<file path="src/rtl/control_pkg.sv">
`default_nettype none
// ============================================================================
//  Module      : control_pkg
//  Description : Shared constants for the control sequencer: RISC-V opcodes,
//                funct7 patterns, ALU operation codes and the FSM state type.
//  Revision    : 1.0 - initial release
// ============================================================================
package control_pkg;

    // Opcodes
    localparam logic [6:0] c_OPC_RTYPE   = 7'b0110011;
    localparam logic [6:0] c_OPC_ITYPE   = 7'b0010011;

    // funct7 patterns: base encoding and the SUB/SRA alternate
    localparam logic [6:0] c_F7_BASE     = 7'd0;
    localparam logic [6:0] c_F7_ALT      = 7'd32;

    // ALU operation codes
    localparam logic [3:0] c_ALU_AND     = 4'b0000;
    localparam logic [3:0] c_ALU_OR      = 4'b0001;
    localparam logic [3:0] c_ALU_ADD     = 4'b0010;
    localparam logic [3:0] c_ALU_SLL     = 4'b0011;
    localparam logic [3:0] c_ALU_SUB     = 4'b0100;
    localparam logic [3:0] c_ALU_SRL     = 4'b0101;
    localparam logic [3:0] c_ALU_MUL     = 4'b0110;
    localparam logic [3:0] c_ALU_XOR     = 4'b0111;
    localparam logic [3:0] c_ALU_SRA     = 4'b1000;
    localparam logic [3:0] c_ALU_ILLEGAL = 4'b1111;

    // Width of the MUL latency counter (MUL_LAT is at most 15)
    localparam int         c_MUL_CNT_W   = 4;

    typedef enum logic [1:0] {
        ST_IDLE     = 2'd0,
        ST_MUL_WAIT = 2'd1,
        ST_HOLD     = 2'd2
    } state_t;

endpackage
`default_nettype wire

</file>
<file path="src/rtl/control_decode.sv">
`default_nettype none
// ============================================================================
//  Module      : control_decode
//  Description : Purely combinational instruction decoder producing the ALU
//                control bundle.
//  Ports       : i_instr         - 32-bit instruction word
//                o_alu_control   - ALU operation code (1111 when illegal)
//                o_regwrite      - register-file write enable
//                o_alu_src_imm   - second operand is the immediate
//                o_illegal       - instruction not decodable
//                o_is_mul        - legal R-type MUL (multi-cycle)
//  Revision    : 1.0 - initial release
// ============================================================================
module control_decode
    import control_pkg::*;
#(
    parameter int EN_ITYPE = 1,
    parameter int EN_SRA   = 1
) (
    input  logic [31:0] i_instr,
    output logic [3:0]  o_alu_control,
    output logic        o_regwrite,
    output logic        o_alu_src_imm,
    output logic        o_illegal,
    output logic        o_is_mul
);

    logic [6:0] w_opcode;
    logic [2:0] w_funct3;
    logic       w_f7_base;
    logic       w_f7_alt;
    logic       w_legal;
    logic       w_imm;
    logic       w_mul;
    logic [3:0] w_alu;
    logic       w_unused;

    assign w_opcode  = i_instr[6:0];
    assign w_funct3  = i_instr[14:12];
    assign w_f7_base = (i_instr[31:25] == c_F7_BASE);
    assign w_f7_alt  = (i_instr[31:25] == c_F7_ALT);
    // rd and the register/immediate fields do not affect the decode
    assign w_unused  = &{1'b0, i_instr[24:7]};

    always_comb begin
        w_legal = 1'b0;
        w_alu   = c_ALU_ILLEGAL;
        w_imm   = 1'b0;
        w_mul   = 1'b0;
        if (w_opcode == c_OPC_RTYPE) begin
            case (w_funct3)
                3'd0: begin
                    if (w_f7_base) begin
                        w_legal = 1'b1; w_alu = c_ALU_ADD;
                    end else if (w_f7_alt) begin
                        w_legal = 1'b1; w_alu = c_ALU_SUB;
                    end
                end
                3'd1: if (w_f7_base) begin w_legal = 1'b1; w_alu = c_ALU_SLL; end
                3'd2: if (w_f7_base) begin w_legal = 1'b1; w_alu = c_ALU_MUL; w_mul = 1'b1; end
                3'd4: if (w_f7_base) begin w_legal = 1'b1; w_alu = c_ALU_XOR; end
                3'd5: begin
                    if (w_f7_base) begin
                        w_legal = 1'b1; w_alu = c_ALU_SRL;
                    end else if (w_f7_alt && (EN_SRA != 0)) begin
                        w_legal = 1'b1; w_alu = c_ALU_SRA;
                    end
                end
                3'd6: if (w_f7_base) begin w_legal = 1'b1; w_alu = c_ALU_OR;  end
                3'd7: if (w_f7_base) begin w_legal = 1'b1; w_alu = c_ALU_AND; end
                default: ;
            endcase
        end else if ((w_opcode == c_OPC_ITYPE) && (EN_ITYPE != 0)) begin
            w_imm = 1'b1;
            // funct7 only qualifies the shift-immediates; elsewhere it is immediate data
            case (w_funct3)
                3'd0: begin w_legal = 1'b1; w_alu = c_ALU_ADD; end
                3'd4: begin w_legal = 1'b1; w_alu = c_ALU_XOR; end
                3'd6: begin w_legal = 1'b1; w_alu = c_ALU_OR;  end
                3'd7: begin w_legal = 1'b1; w_alu = c_ALU_AND; end
                3'd1: if (w_f7_base) begin w_legal = 1'b1; w_alu = c_ALU_SLL; end
                3'd5: begin
                    if (w_f7_base) begin
                        w_legal = 1'b1; w_alu = c_ALU_SRL;
                    end else if (w_f7_alt && (EN_SRA != 0)) begin
                        w_legal = 1'b1; w_alu = c_ALU_SRA;
                    end
                end
                default: ;
            endcase
        end
    end

    assign o_alu_control = w_legal ? w_alu : c_ALU_ILLEGAL;
    assign o_regwrite    = w_legal;
    assign o_alu_src_imm = w_legal & w_imm;
    assign o_illegal     = ~w_legal;
    assign o_is_mul      = w_legal & w_mul;

endmodule
`default_nettype wire

</file>
<file path="src/rtl/control_seq.sv">
`default_nettype none
// ============================================================================
//  Module      : control_seq
//  Description : Valid/ready instruction sequencer. Decodes an accepted
//                instruction into a registered control bundle, stretches MUL
//                by MUL_LAT cycles, holds the bundle until consumed and counts
//                completed output handshakes.
//  Ports       : clk, rst_n        - clock, async active-low reset
//                in_valid/in_ready - instruction handshake, instr word
//                out_valid/out_ready - bundle handshake
//                alu_control, regwrite_control, alu_src_imm, rd, illegal
//                                  - registered control bundle
//                busy              - MUL in flight
//                retired           - saturating completed-handshake count
//  Revision    : 1.0 - initial release
// ============================================================================
module control_seq
    import control_pkg::*;
#(
    parameter int MUL_LAT  = 3,
    parameter int EN_ITYPE = 1,
    parameter int EN_SRA   = 1,
    parameter int CNT_W    = 16
) (
    input  logic             clk,
    input  logic             rst_n,
    input  logic             in_valid,
    output logic             in_ready,
    input  logic [31:0]      instr,
    output logic             out_valid,
    input  logic             out_ready,
    output logic [3:0]       alu_control,
    output logic             regwrite_control,
    output logic             alu_src_imm,
    output logic [4:0]       rd,
    output logic             illegal,
    output logic             busy,
    output logic [CNT_W-1:0] retired
);

    localparam logic [c_MUL_CNT_W-1:0] c_MUL_LOAD  = c_MUL_CNT_W'(MUL_LAT - 1);
    localparam logic [CNT_W-1:0]       c_RET_MAX   = {CNT_W{1'b1}};
    localparam logic [CNT_W-1:0]       c_RET_ONE   = {{(CNT_W-1){1'b0}}, 1'b1};
    localparam logic                   c_MUL_MULTI = (MUL_LAT > 1);

    state_t                   r_state;
    logic [c_MUL_CNT_W-1:0]   r_cnt;
    logic                     r_armed;
    logic                     r_out_valid;
    logic                     r_busy;
    logic [3:0]               r_alu;
    logic                     r_regwrite;
    logic                     r_imm;
    logic [4:0]               r_rd;
    logic                     r_illegal;
    logic [CNT_W-1:0]         r_retired;

    logic [3:0]               w_alu;
    logic                     w_regwrite;
    logic                     w_imm;
    logic                     w_illegal;
    logic                     w_is_mul;
    logic                     w_accept;

    control_decode #(
        .EN_ITYPE (EN_ITYPE),
        .EN_SRA   (EN_SRA)
    ) u_decode (
        .i_instr       (instr),
        .o_alu_control (w_alu),
        .o_regwrite    (w_regwrite),
        .o_alu_src_imm (w_imm),
        .o_illegal     (w_illegal),
        .o_is_mul      (w_is_mul)
    );

    // r_armed stays low through the first edge after reset release so that
    // edge can never accept an instruction.
    assign in_ready = r_armed &&
                      ((r_state == ST_IDLE) || ((r_state == ST_HOLD) && out_ready));
    assign w_accept = in_valid && in_ready;

    always_ff @(posedge clk or negedge rst_n) begin
        if (!rst_n) begin
            r_state     <= ST_IDLE;
            r_cnt       <= '0;
            r_armed     <= 1'b0;
            r_out_valid <= 1'b0;
            r_busy      <= 1'b0;
            r_alu       <= 4'b0000;
            r_regwrite  <= 1'b0;
            r_imm       <= 1'b0;
            r_rd        <= 5'd0;
            r_illegal   <= 1'b0;
            r_retired   <= '0;
        end else begin
            r_armed <= 1'b1;

            if (r_out_valid && out_ready && (r_retired != c_RET_MAX)) begin
                r_retired <= r_retired + c_RET_ONE;
            end

            // Accept only happens in IDLE or in HOLD while the held bundle
            // is being consumed, so it takes priority over the state moves.
            if (w_accept) begin
                r_alu      <= w_alu;
                r_regwrite <= w_regwrite;
                r_imm      <= w_imm;
                r_rd       <= instr[11:7];
                r_illegal  <= w_illegal;
                if (w_is_mul && c_MUL_MULTI) begin
                    r_state     <= ST_MUL_WAIT;
                    r_cnt       <= c_MUL_LOAD;
                    r_busy      <= 1'b1;
                    r_out_valid <= 1'b0;
                end else begin
                    r_state     <= ST_HOLD;
                    r_out_valid <= 1'b1;
                end
            end else begin
                case (r_state)
                    ST_MUL_WAIT: begin
                        if (r_cnt == c_MUL_CNT_W'(1)) begin
                            r_state     <= ST_HOLD;
                            r_cnt       <= '0;
                            r_busy      <= 1'b0;
                            r_out_valid <= 1'b1;
                        end else begin
                            r_cnt <= r_cnt - c_MUL_CNT_W'(1);
                        end
                    end
                    ST_HOLD: begin
                        if (out_ready) begin
                            r_state     <= ST_IDLE;
                            r_out_valid <= 1'b0;
                        end
                    end
                    default: ;
                endcase
            end
        end
    end

    assign out_valid        = r_out_valid;
    assign busy             = r_busy;
    assign alu_control      = r_alu;
    assign regwrite_control = r_regwrite;
    assign alu_src_imm      = r_imm;
    assign rd               = r_rd;
    assign illegal          = r_illegal;
    assign retired          = r_retired;

endmodule
`default_nettype wire

</file>
<file path="config.mk">
export PLATFORM = sky130hd
export DESIGN_NAME = control_seq
export DESIGN_NICKNAME = d
export VERILOG_FILES = /design/src/rtl/control_pkg.sv /design/src/rtl/control_decode.sv /design/src/rtl/control_seq.sv
export SDC_FILE = /design/constraint.sdc
export NUM_CORES = 1
export LEC_CHECK = 0
export CAP_MARGIN = 15
export CORE_AREA = 2 2 76 64
export CTS_CLUSTER_SIZE = 24
export DETAILED_ROUTE_END_ITERATION = 7
export DIE_AREA = 0 0 78 66
export PLACE_DENSITY_LB_ADDON = 0.08
export SYNTH_ARGS = -nofsm -noshare
export SYNTH_HDL_FRONTEND = slang
export SYNTH_SLANG_ARGS = --single-unit
</file>
<file path="constraint.sdc">
create_clock -name clk -period 2 [get_ports clk]
set_input_delay 0.2 -clock clk [delete_from_list [all_inputs] [get_ports clk]]
set_output_delay 0.2 -clock clk [all_outputs]
set_load 0.01 [all_outputs]
</file>
**Word level (Yosys, flattened, before mapping)**

Index checks and enable logic that the tools add are counted.

- Add/sub/neg operators: 2
- Eq/ne operators: 16
- Muxes and demuxes: 43
- Bitwise logic cells: 3
- Reductions and logical operators: 18

Operators by type and width:

| kind | number |
|---|---|
| 4-bit two-way mux | 15 |
| 4-bit case mux with 7 select lines | 1 |
| 4-bit case mux with 6 select lines | 1 |
| 1-bit two-way mux | 17 |
| 16-bit by 1-bit adder with 16-bit output, second input constant | 1 |
| 16-bit != test, second input constant | 1 |
| 7-bit by 6-bit equality test with 1-bit output, second input constant | 2 |
| 3-bit equality test, second input constant | 4 |
| 2-bit two-way mux | 4 |
| 7-bit by 5-bit equality test with 1-bit output, second input constant | 1 |
| 7-bit logical NOT | 1 |
| 3-bit != test, second input constant | 2 |
| 3-bit AND reduction | 2 |
| 1-bit logical AND | 5 |
| 5-bit OR reduction | 1 |
| 4-bit by 1-bit equality test with 1-bit output, second input constant | 1 |
| 1-bit case mux with 2 select lines | 2 |
| 2-bit case mux with 2 select lines | 1 |
| 2-bit nonzero test | 2 |
| 4-bit OR reduction | 1 |
| 4-bit by 1-bit subtractor with 4-bit output, second input constant | 1 |
| 3-bit by 1-bit equality test with 1-bit output, second input constant | 1 |
| 3-bit by 2-bit equality test with 1-bit output, second input constant | 1 |
| 3-bit logical NOT | 1 |
| other kinds (12) | 13 |

- Bits in registers: 37
- Logic and storage cells: 93

**Depth between registers and ports, before layout**

Gate-level depths: netlist of run 1.

- Depth in word-level cells: 9
- Depth in mapped cells: 6
- Depth with buffers taken out: 6

**Hierarchy**

Synthesis of run 1 repeated with hierarchy kept, for this count alone.

- Cells, all modules: 185
- Area, all modules: 2,018.2 µm²

Modules (own cells, without submodules):

| module | times used | cells each | area each (µm²) |
|---|---|---|---|
| control_seq | 1 | 139 | 1,689.1 |
| control_decode | 1 | 46 | 329.1 |

**Least setup slack after synthesis of run 1**

OpenSTA, ideal clock, no wires.

- Path type: register to register
- Start: register r_retired[6] (netlist: retired[6])
- End: register r_retired[13] (netlist: retired[13])
- Setup time: 0.127 ns
- Arrival: 1.812 ns
- Required time: 1.873 ns
- Path slack: 0.061 ns
- Stages on the path, launching flop included: 6
- Cell sequence: dfrtp_1 > nand4_1 > or4_1 > o211a_1 > and3_1 > xor2_1

- Longest elaborated chain between the ends: 2

Ends and longest elaborated chain:

| what | RTL line | RTL |
|---|---|---|
| from (decl) | control_seq.sv:56 | `logic [CNT_W-1:0] r_retired;` |
| from (signal assigned) | control_seq.sv:100 | `r_retired <= r_retired + c_RET_ONE;` |
| branches (longest 2 deep; another with 16-bit by 1-bit adder with 16-bit output) | -- |  |

Several ways; the timed one is not identified.
A chain may end at the register's enable or synchronous reset.

**Worst setup path in the final report of run 1**

- Start: input instr[26]
- End: register r_cnt[3]

- Longest elaborated chain between the ends: 9

Ends and longest elaborated chain:

| what | RTL line | RTL |
|---|---|---|
| from (decl) | control_seq.sv:29 | `input logic [31:0] instr,` |
| 7-bit by 6-bit equality test with 1-bit output | control_decode.sv:41 | `assign w_f7_alt = (i_instr[31:25] == c_F7_ALT);` |
| 1-bit two-way mux | control_decode.sv:55, control_decode.sv:65, control_decode.sv:85 |  |
| 1-bit two-way mux | control_decode.sv:63, control_decode.sv:83 |  |
| 1-bit case mux with 3 select lines | control_decode.sv:76 | `case (w_funct3)` |
| 1-bit two-way mux | control_decode.sv:73 | `end else if ((w_opcode == c_OPC_ITYPE) && (EN_ITYPE != 0)) begin` |
| 1-bit two-way mux | control_decode.sv:50 | `if (w_opcode == c_OPC_RTYPE) begin` |
| 1-bit bitwise AND (*) | control_decode.sv:98 | `assign o_is_mul = w_legal & w_mul;` |
| 2-bit by 1-bit != test with 1-bit output (no line) (*) | -- |  |
| 2-bit AND reduction (no line) (*) | -- |  |
| to (signal assigned) | control_seq.sv:113 | `r_cnt <= c_MUL_LOAD;` |
| to (signal assigned) | control_seq.sv:129 | `r_cnt <= r_cnt - c_MUL_CNT_W'(1);` |
| to (decl) | control_seq.sv:47 | `logic [c_MUL_CNT_W-1:0] r_cnt;` |

Every way passes the cells marked *; elsewhere a longest branch is shown, timed or not.

==> summary.txt, run 1 <==
Power and ir drop
  – Int Power: 1.33 mW
  – Power Total: between 1.5 and 2 mW
  – VDD IR max: 0.486 mV
  – Net switching power: roughly 0.5 mW
  – Combinational power share: 0.237
  – Power Density: approximately 660 nW/um2
  – Power share of the clock group: 0.288
  – Register share of total power: 0.476
  – Sw Ratio: 0.278
  – Leak: roughly 1.2 nW

Place
  – Setup WS pre-CTS: -0.235 ns
  – Routability congestion estimate: about 0.8
  – Port bufs: 56
  – Placed cell areas: approximately 2700 um2
  – Post-DP HPWL: 3.35 mm
  – Placed Cells: approximately 330

Timing
  – Clk_skew: about 0.0030 ns
  – Max Transition Viols Final: 0
  – WHS: -0.00599 ns
  – Fin crit period: 1.94 ns
  – Final WS setup: about 0.061 ns
  – Max-slew headroom: 0.484
  – FMAX: 516 MHz
  – Fin. Hold Viols: 4
  – Tightest Pin Transition: 0.775 ns
  – Final setup vio count: 0
  – Setup TNS Final: 0 ns
  – RSZ-0062 raised after global routing: no
  – Final cycle utilization of the critical path: 0.969

Clocking
  – CTS buffer count: 5
  – Clk_lat worst skew: approximately 0.28 ns
  – Root buf cell: clkbuf_8
  – # clock sinks: 36
  – CTS Buffer Depth: 2
  – CTS tree: yes
  – H-tree levels: 2
  – CTS Hold Buffers Added: 0
  – Reg clk slew, reported paths: around 0.070 ns

Yosys
  – Synthesized flop and latch total: 36
  – Largest cells by area after synthesis: dfrtp_1 (47%), nand2_1 (5.7%), nor2_1 (4.1%), xnor2_1 (4.1%), nand3_1 (2.6%)
  – Mapped Area: about 1900 um2
  – Post-synth EDFFs: 0
  – Post-synth top area cell: dfrtp_1
  – Syn_nets: between 200 and 250
  – Seq/Total Area, Yosys: 0.473
  – Syn_area_per_cell: ~9.4 um2
  – Commonest register cell after synthesis: dfrtp_1
  – Synth top area share: 0.473
  – Post-Synthesis Cells: slightly above 200
  – Ys async rst share: 1.00
  – Distinct cells, synth: 48
  – Ys Warns: 0

Global routing
  – Initial antenna violation count: 0
  – Global route total overflow: 0
  – Tot GR Track Use: 0.200
  – First-pass GRT wire length: approximately 8.1 mm
  – Vias in the first global route: between 1500 and 2000
  – Largest net degree at the start of global routing: 37

Floorplanning
  – Top-level port count: 67
  – Die Area: 5150 um2
  – Initial Util: 0.433
  – Core area: 4400 um2
  – Die Y: 66 um
  – Die W: 78 um
  – Cell Rows: 22

Outcome
  – Violated checks: negative hold slack
  – Outcome: finished with violations

Worst setup path
  – Slowest-stage cell, CP: or4_4
  – RR Startpoint: retired[9]$_DFFE_PN0P_
  – Buf/Inv on CP: 2
  – CP Launch Type: input port
  – Critical Path, Cell by Cell: clkdlybuf4s50_1 > or4_4 > nor4_4 > nand4_4 > buf_4 > a211o_1 > or3b_1
  – Crit end category: flop
  – Worst reg2reg endpoint: retired[9]$_DFFE_PN0P_
  – Max incr delay on CP: slightly below 0.6 ns
  – Top Family by Delay on Critical Path: simple AND/OR/NAND/NOR gates
  – Critical path arrival: 2.16 ns
  – Worst EP required: 2.22 ns
  – Cells on worst reg2reg path: 6
  – Reg-to-reg slack, setup: about 0.13 ns
  – WS Path Type: in2reg
  – CP Max Fanout: 5

Finish
  – Number of fill cells: 392
  – Cell area after layout: 2770 um2
  – Share of cells above drive strength 1: 0.125
  – Finished Layout Cells: between 300 and 400
  – Number of diodes: 0
  – Area of the multi-input gates: between 900 and 1000 um2
  – Nets: approximately 320
  – Synth-to-Final Area Change: 45.5%
  – Sequential Area: 901 um2

Min path
  – Hold Path Class: in2async

Routing
  – DRC violations left: 0
  – Post-route ant nets: 0
  – Drt first pass iters: 4
  – WL final: around 4.4 mm
  – DR iter-0 viols: 92
  – Drt wl/cell: 13.0 um
  – Via Count: around 1800
  – Vias per cell: ~5.2

Run
  – Total of max-cap violations: 0
-- worst max-delay path by stage --
stage / start / to / slack, ns / depth (start not counted)
CTS: instr[26] / r_cnt[3]$_DFFE_PN0P_ / 0.06 / 7
global placement: instr[26] / r_cnt[1]$_DFFE_PN0P_ / -0.17 / 6
detailed placement: instr[26] / r_cnt[3]$_DFFE_PN0P_ / -0.23 / 7
finish: instr[26] / r_cnt[3]$_DFFE_PN0P_ / 0.06 / 7
global route: instr[26] / alu_control[0]$_DFFE_PN0P_ / 0.002 / 7
floorplan: retired[6]$_DFFE_PN0P_ / retired[13]$_DFFE_PN0P_ / 0.06 / 5
-- cell type report --
class / count / share of cell area
clock buffers: 7 / 0.0311
clock inverters: 1 / 0.00271
inverters: 6 / 0.00812
multi-input cells: 156 / 0.350
flip-flops and latches: 36 / 0.325
well taps: 60 / 0.0271
repair buffers: 75 / 0.256
-- metrics by stage --
stage | util | hold slack (ns)
5_1_grt | 0.630 | 0.0660
6_report | 0.630 | -0.00599
4_1_cts | 0.628 | 0.0258
3_3_place_gp | 0.607 | 0.331
3_5_place_dp | 0.607 | 0.332
2_1_floorplan | - | -0.0956
-- layout by cell type (no fill, tap or decap), drive strengths merged, types with 8 or more instances in the layout --
cell type / netlist / layout
a21oi: 9 / 9
buf: 0 / 20
clkdlybuf4s50: 0 / 55
dfrtp: 36 / 36
nand2: 29 / 29
nand3: 10 / 10
nor2: 21 / 21
o21ai: 8 / 8
xnor2: 9 / 9
-- worst register-to-register path: stages (launching register included) --
cell     delay [ns]
dfrtp_1        0.40
nand4_1        0.19
or4_1          0.58
o211a_1        0.26
buf_4          0.16
nand4_1        0.10
xnor2_1        0.12
-- registers in the layout (all words and copies together), names as in the netlist --
register,count
alu_control,4
illegal,1
retired,16
r_armed,1
alu_src_imm,1
busy,1
r_state,2
rd,5
regwrite_control,1
r_cnt,4
-- Yosys cell counts, drive strengths merged, types with 2 or more instances --
cell,instances
a21oi,9
clkbuf,5
nor3,5
a31oi,5
o211ai,2
ha,3
and3,7
dfrtp,36
a221oi,2
nor2,21
o31ai,2
and2,2
nand4,5
inv,6
nor2b,4
o21ai,8
xnor2,9
mux2,2
nor4,3
nand2b,3
a22o,2
nand3,10
xor2,3
or4,3
nand2,29
-- per-layer routing --
layer | wire (um) | GRT usage | vias up
li1 | - | - | 881
met1 | 2230 | 0.292 | 830
met2 | 1820 | 0.295 | 59
met3 | 366 | 0.0587 | 2
met4 | 14 | 0.0395 | 0
met5 | 0 | 0 | -
-- kinds of logic after synthesis --
family | share of synthesized area
mux | 0.0118
other cells | 0.00197
fa+ha+maj | 0.0197
simple gates | 0.271
compound gates | 0.146
xor+xnor | 0.0552
flops | 0.473
buf+inv | 0.0217
-- power groups by stage --
| stage | logic [mW] | clock network [mW] | registers, mW |
|---|---|---|---|
| 2_1_floorplan | 0.144 | 0 | 0.911 |
| 3_3_place_gp | 0.429 | 0 | 0.884 |
| 3_5_place_dp | 0.433 | 0 | 0.886 |
| 4_1_cts | 0.436 | 0.544 | 0.873 |
| 5_1_grt | 0.482 | 0.585 | 0.886 |
| 6_report | 0.435 | 0.529 | 0.874 |
-- repair_timing --
action,4_1_cts,5_1_grt
resized for setup,0,1
endpoints found under the setup margin,0,2
buffers inserted,0,0
Note: power is estimated with default switching activity, not from simulation.
==> inputs of run 2 (changes only) <==
Settings changed: CORE_AREA 2 2 76 64 to 2 2 72 67, DIE_AREA 0 0 78 66 to 0 0 74 69.
==> summary.txt, run 2 (synthesized netlist as in run 1, its figures left out) <==
Place
  – Placed Cells: 335 (was 333)
  – Routability congestion estimate: 0.915 (was 0.813)
  – Port bufs: 56 (unchanged)
  – Setup WS pre-CTS: -0.218 ns (was -0.235 ns)
  – Post-DP HPWL: 3.40 mm (was 3.35 mm)

Routing
  – Drt wl/cell: 13.1 um (was 13.0 um)
  – Drt first pass iters: 5 (was 4)
  – Via Count: 1782 (was 1772)
  – Vias per cell: 5.18 (was 5.20)
  – DRC violations left: 0 (unchanged)
  – WL final: 4.50 mm (was 4.43 mm)
  – Post-route ant nets: 0 (unchanged)
  – DR iter-0 viols: 104 (was 92)

Timing
  – Fin. Hold Viols: 3 (was 4)
  – RSZ-0062 raised after global routing: no (unchanged)
  – Final setup vio count: 0 (unchanged)
  – Fin crit period: 1.91 ns (was 1.94 ns)
  – Max Transition Viols Final: 0 (unchanged)
  – Final WS setup: 0.0923 ns (was 0.0614 ns)
  – Final cycle utilization of the critical path: 0.954 (was 0.969)
  – Setup TNS Final: 0 ns (unchanged)
  – Tightest Pin Transition: 0.799 ns (was 0.775 ns)
  – Clk_skew: 0.00241 ns (was 0.00296 ns)
  – FMAX: 524 MHz (was 516 MHz)
  – Max-slew headroom: 0.468 (was 0.484)
  – WHS: -0.00609 ns (was -0.00599 ns)

Worst setup path
  – Top Family by Delay on Critical Path: simple AND/OR/NAND/NOR gates (unchanged)
  – Max incr delay on CP: 0.57 ns (was 0.58 ns)
  – Crit end category: flop (unchanged)
  – Buf/Inv on CP: 2 (unchanged)
  – Critical Path, Cell by Cell: clkdlybuf4s50_1 > or4_4 > nor4_4 > nand4_4 > buf_4 > a211o_1 > or3b_1 (unchanged)
  – RR Startpoint: retired[8]$_DFFE_PN0P_ (was retired[9]$_DFFE_PN0P_)
  – Critical path arrival: 2.13 ns (was 2.16 ns)
  – Cells on worst reg2reg path: 6 (unchanged)
  – CP Max Fanout: 5 (unchanged)
  – Worst EP required: 2.22 ns (about the same)
  – Reg-to-reg slack, setup: 0.14 ns (was 0.13 ns)
  – CP Launch Type: input port (unchanged)
  – Worst reg2reg endpoint: retired[9]$_DFFE_PN0P_ (unchanged)
  – WS Path Type: in2reg (unchanged)
  – Slowest-stage cell, CP: or4_4 (unchanged)

Outcome
  – Outcome: finished with violations (unchanged)
  – Violated checks: negative hold slack (unchanged)

Finish
  – Finished Layout Cells: 344 (was 341)
  – Final core utilization: 0.634 (was 0.630)
  – Nets: 321 (was 319)
  – Most common cell after layout, fill and taps aside: clkdlybuf4s50_1 (unchanged)
  – Synth-to-Final Area Change: 44.6% (was 45.5%)
  – Number of fill cells: 389 (was 392)
  – Largest register FFs: 16 (unchanged)
  – Number of diodes: 0 (unchanged)
  – Share of cells above drive strength 1: 0.124 (was 0.125)
  – Most frequent cells in the layout: clkdlybuf4s50_1 (55), dfrtp_1 (36), nand2_1 (29) (unchanged)

Power and ir drop
  – Leak: 1.25 nW (was 1.24 nW)
  – VDD IR max: 0.430 mV (was 0.486 mV)
  – Power Density: 645 nW/um2 (was 663 nW/um2)

Clocking
  – CTS Buffer Depth: 2 (unchanged)
  – Clk_lat worst skew: 0.28 ns (about the same)
  – H-tree levels: 2 (unchanged)
  – CTS buffer count: 5 (unchanged)
  – Reg clk slew, reported paths: 0.07 ns (about the same)
  – CTS Hold Buffers Added: 0 (unchanged)
  – Root buf cell: clkbuf_8 (unchanged)
  – # clock sinks: 36 (unchanged)
  – CTS tree: yes (unchanged)

Floorplanning
  – Die W: 74 um (was 78 um)
  – Initial Util: 0.439 (was 0.433)
  – Die Y: 69 um (was 66 um)
  – Die Area: 5110 um2 (was 5150 um2)
  – Top-level port count: 67 (unchanged)
  – Core area: 4350 um2 (was 4400 um2)
  – Cell Rows: 23 (was 22)

Min path
  – Hold Path Class: in2async (unchanged)

Global routing
  – Initial antenna violation count: 0 (unchanged)
  – First-pass GRT wire length: 7.85 mm (was 8.09 mm)
  – Largest net degree at the start of global routing: 37 (unchanged)
  – Global route total overflow: 0 (unchanged)
  – Tot GR Track Use: 0.194 (was 0.200)
  – Vias in the first global route: 1721 (was 1780)

Run
  – Total of max-cap violations: 0 (unchanged)
## run 2: what timing repair did
item                                    in CTS  in global routing
endpoints found under the setup margin       0                  1
buffers inserted                             0                  2
resized for setup                            0                  0
## run 2: worst max-delay path by stage
stage | from | to | slack, ns | depth (start not counted)
after floorplan | retired[6]$_DFFE_PN0P_ | retired[13]$_DFFE_PN0P_ | 0.06 | 5
after global placement | instr[26] | r_cnt[3]$_DFFE_PN0P_ | -0.17 | 7
after detailed placement | instr[26] | r_cnt[3]$_DFFE_PN0P_ | -0.22 | 7
after CTS | instr[26] | r_cnt[3]$_DFFE_PN0P_ | 0.08 | 7
after global routing | instr[0] | alu_control[1]$_DFFE_PN0P_ | 0.007 | 7
final | instr[26] | r_cnt[3]$_DFFE_PN0P_ | 0.09 | 7
## run 2: worst register-to-register path, delay by kind of cell, from the launching register on
family / cells / cell delay [ns]
buf+inv: 1 / 0.15
xor+xnor: 1 / 0.12
simple gates: 3 / 0.86
compound gates: 1 / 0.26
flops: 1 / 0.40
## run 2: metal layers
| metal | global-route usage | vias to the layer above | wire length [um] |
|---|---|---|---|
| li1 | - | 889 | - |
| met1 | 0.285 | 833 | 2210 |
| met2 | 0.265 | 51 | 1870 |
| met3 | 0.0643 | 9 | 337 |
| met4 | 0.0707 | 0 | 84 |
| met5 | 0 | - | 0 |
## run 2: where the power goes
part / switching [mW] / leakage [nW] / internal [mW] / total (mW)
logic: 0.184 / 0.749 / 0.244 / 0.429
clock network: 0.239 / 0.0410 / 0.237 / 0.476
registers: 0.0728 / 0.456 / 0.800 / 0.873
total: 0.496 / 1.25 / 1.28 / 1.78
## run 2: final cells by class
| type | instances | area, um2 | area share |
|---|---|---|---|
| well taps | 62 | 77.6 | 0.0282 |
| clock inverters | 1 | 5.00 | 0.00182 |
| flip-flops and latches | 36 | 901 | 0.327 |
| multi-input cells | 156 | 963 | 0.350 |
| inverters | 6 | 22.5 | 0.00817 |
| repair buffers | 77 | 713 | 0.259 |
| clock buffers | 6 | 72.6 | 0.0263 |
## run 2: metrics by stage
stage / cell area, um2 / total power, mW
2_1_floorplan: 1910 / 1.05
3_3_place_gp: 2660 / 1.31
3_5_place_dp: 2660 / 1.32
4_1_cts: 2740 / 1.81
5_1_grt: 2760 / 1.90
6_report: 2760 / 1.78
==> inputs of run 3 (changes only) <==
Settings changed: CAP_MARGIN 15 to default, CORE_AREA 2 2 72 67 to 2 2 70 65, DIE_AREA 0 0 74 69 to 0 0 72 67.
Clock period 2 ns to 2.3 ns, I/O delays scaled along.
==> summary.txt, run 3 (synthesized netlist as in run 1, its figures left out) <==
Run
  – Total of max-cap violations: 0 (unchanged)

Routing
  – DR iter-0 viols: 70 (was 104)
  – Via Count: 1718 (was 1782)
  – Post-route ant nets: 0 (unchanged)
  – Drt wl/cell: 12.8 um (was 13.1 um)
  – WL final: 4.14 mm (was 4.50 mm)
  – Vias per cell: 5.30 (was 5.18)
  – DRC violations left: 0 (unchanged)
  – Drt first pass iters: 4 (was 5)

Finish
  – Nets: 314 (was 321)
  – Number of diodes: 0 (unchanged)
  – Synth-to-Final Area Change: 42.7% (was 44.6%)
  – Most common cell after layout, fill and taps aside: clkdlybuf4s50_1 (unchanged)
  – Largest register FFs: 16 (unchanged)
  – Share of cells above drive strength 1: 0.101 (was 0.124)
  – Final core utilization: 0.672 (was 0.634)
  – Most frequent cells in the layout: clkdlybuf4s50_1 (56), dfrtp_1 (36), nand2_1 (29) (was clkdlybuf4s50_1 (55), dfrtp_1 (36), nand2_1 (29))
  – Finished Layout Cells: 324 (was 344)
  – Cell area after layout: 2720 um2 (was 2760 um2)

Worst setup path
  – Top Family by Delay on Critical Path: simple AND/OR/NAND/NOR gates (unchanged)
  – Worst reg2reg endpoint: retired[13]$_DFFE_PN0P_ (was retired[9]$_DFFE_PN0P_)
  – CP Launch Type: flop (was input port)
  – WS Path Type: reg2reg (was in2reg)
  – Max incr delay on CP: 0.64 ns (was 0.57 ns)
  – Critical path arrival: 2.23 ns (was 2.13 ns)
  – Cells on worst reg2reg path: 5 (was 6)
  – CP Max Fanout: 6 (was 5)
  – Critical Path, Cell by Cell: nand4_1 > or4_1 > o211a_1 > and3_1 > xor2_1 (was clkdlybuf4s50_1 > or4_4 > nor4_4 > nand4_4 > buf_4 > a211o_1 > or3b_1)
  – Reg-to-reg slack, setup: 0.24 ns (was 0.14 ns)
  – Crit end category: flop (unchanged)
  – Slowest-stage cell, CP: or4_1 (was or4_4)
  – Buf/Inv on CP: 0 (was 2)
  – RR Startpoint: retired[7]$_DFFE_PN0P_ (was retired[8]$_DFFE_PN0P_)
  – Worst EP required: 2.48 ns (was 2.22 ns)

Power and ir drop
  – Power share of the clock group: 0.322 (was 0.268)
  – VDD IR max: 0.356 mV (was 0.430 mV)
  – Sw Ratio: 0.263 (was 0.279)
  – Power Total: 1.67 mW (was 1.78 mW)
  – Int Power: 1.23 mW (was 1.28 mW)
  – Power Density: 612 nW/um2 (was 645 nW/um2)
  – Combinational power share: 0.221 (was 0.241)
  – Net switching power: 0.438 mW (was 0.496 mW)
  – Leak: 1.22 nW (was 1.25 nW)
  – Register share of total power: 0.456 (was 0.491)

Floorplanning
  – Die W: 72 um (was 74 um)
  – Core area: 4050 um2 (was 4350 um2)
  – Die Area: 4820 um2 (was 5110 um2)
  – Initial Util: 0.471 (was 0.439)
  – Top-level port count: 67 (unchanged)
  – Die Y: 67 um (was 69 um)
  – Cell Rows: 22 (was 23)

Timing
  – RSZ-0062 raised after global routing: no (unchanged)
  – Final WS setup: 0.245 ns (was 0.0923 ns)
  – Final setup vio count: 0 (unchanged)
  – Clk_skew: 0.00699 ns (was 0.00241 ns)
  – Fin crit period: between 2 and 2.5 ns
  – Setup TNS Final: 0 ns (unchanged)
  – Fin. Hold Viols: 0 (was 3)
  – FMAX: approximately 500 MHz
  – Max-slew headroom: 0.665 (was 0.468)
  – Tightest Pin Transition: 0.496 ns (was 0.799 ns)
  – Max Transition Viols Final: 0 (unchanged)
  – WHS: 0.355 ns (was -0.00609 ns)
  – Final cycle utilization of the critical path: 0.894

Global routing
  – Largest net degree at the start of global routing: 37 (unchanged)
  – Vias in the first global route: 1622 (was 1721)
  – Initial antenna violation count: 0 (unchanged)
  – Global route total overflow: 0 (unchanged)
  – First-pass GRT wire length: 7.18 mm (was 7.85 mm)
  – Tot GR Track Use: 0.194 (about the same)

Clocking
  – Reg clk slew, reported paths: 0.07 ns (about the same)
  – CTS Hold Buffers Added: 0 (unchanged)
  – Root buf cell: clkbuf_8 (unchanged)
  – Post-CTS sizing: 0 (unchanged)
  – H-tree levels: 2 (unchanged)
  – CTS Buffer Depth: 2 (unchanged)
  – Post-CTS Setup Repair Bufs: 0 (unchanged)
  – Clk_lat worst skew: 0.29 ns (was 0.28 ns)
  – CTS buffer count: 5 (unchanged)
  – # clock sinks: 36 (unchanged)
  – CTS tree: yes (unchanged)

Place
  – Post-DP HPWL: 3.17 mm (was 3.40 mm)
  – Port bufs: 56 (unchanged)
  – Placed cell areas: 2610 um2 (was 2660 um2)
  – Setup WS pre-CTS: 0.0659 ns (was -0.218 ns)
  – Routability congestion estimate: 0.837 (was 0.915)
  – Placed Cells: 316 (was 335)

Outcome
  – Outcome: complete, no violations (was finished with violations)

Min path
  – Hold Path Class: in2async (unchanged)
## run 3: changes by cell type in the layout (fill, tap and decap cells not counted)
cell             previous run  this run
clkdlybuf4s50_1            55        56
bufinv_16                   0         1
buf_4                      21        14
buf_2                       1         0
## run 3: worst max-delay path by stage
stage | slack [ns] | end | depth (start not counted) | start
after floorplan | 0.36 | retired[13]$_DFFE_PN0P_ | 5 | retired[6]$_DFFE_PN0P_
after global placement | 0.08 | r_cnt[3]$_DFFE_PN0P_ | 7 | instr[26]
after CTS | 0.24 | retired[13]$_DFFE_PN0P_ | 5 | retired[7]$_DFFE_PN0P_
after global routing | 0.11 | retired[13]$_DFFE_PN0P_ | 5 | retired[7]$_DFFE_PN0P_
final | 0.24 | retired[13]$_DFFE_PN0P_ | 5 | retired[7]$_DFFE_PN0P_
after detailed placement | 0.07 | r_cnt[3]$_DFFE_PN0P_ | 7 | instr[26]
## run 3: power by group through the flow
stage | logic [mW] | registers [mW] | clock network [mW]
2_1_floorplan | 0.125 | 0.792 | 0
3_3_place_gp | 0.365 | 0.770 | 0
3_5_place_dp | 0.373 | 0.771 | 0
4_1_cts | 0.373 | 0.760 | 0.556
5_1_grt | 0.408 | 0.773 | 0.576
6_report | 0.368 | 0.760 | 0.537
## run 3: cell type report
class	count	area, um2
timing repair buffer	70	666
multi-input combinational	156	963
fill	349	1330
clock buffer	6	72.6
tap	48	60.1
inverter	6	22.5
sequential	36	901
clock inverter	2	35.0
## run 3: routing by layer
layer  wire length [um]  part of all wire  GRT usage
met5                  0                 0          0
met3                298             0.072     0.0741
met2               1750              0.42      0.291
met4                 82             0.020     0.0825
met1               2000              0.48      0.251
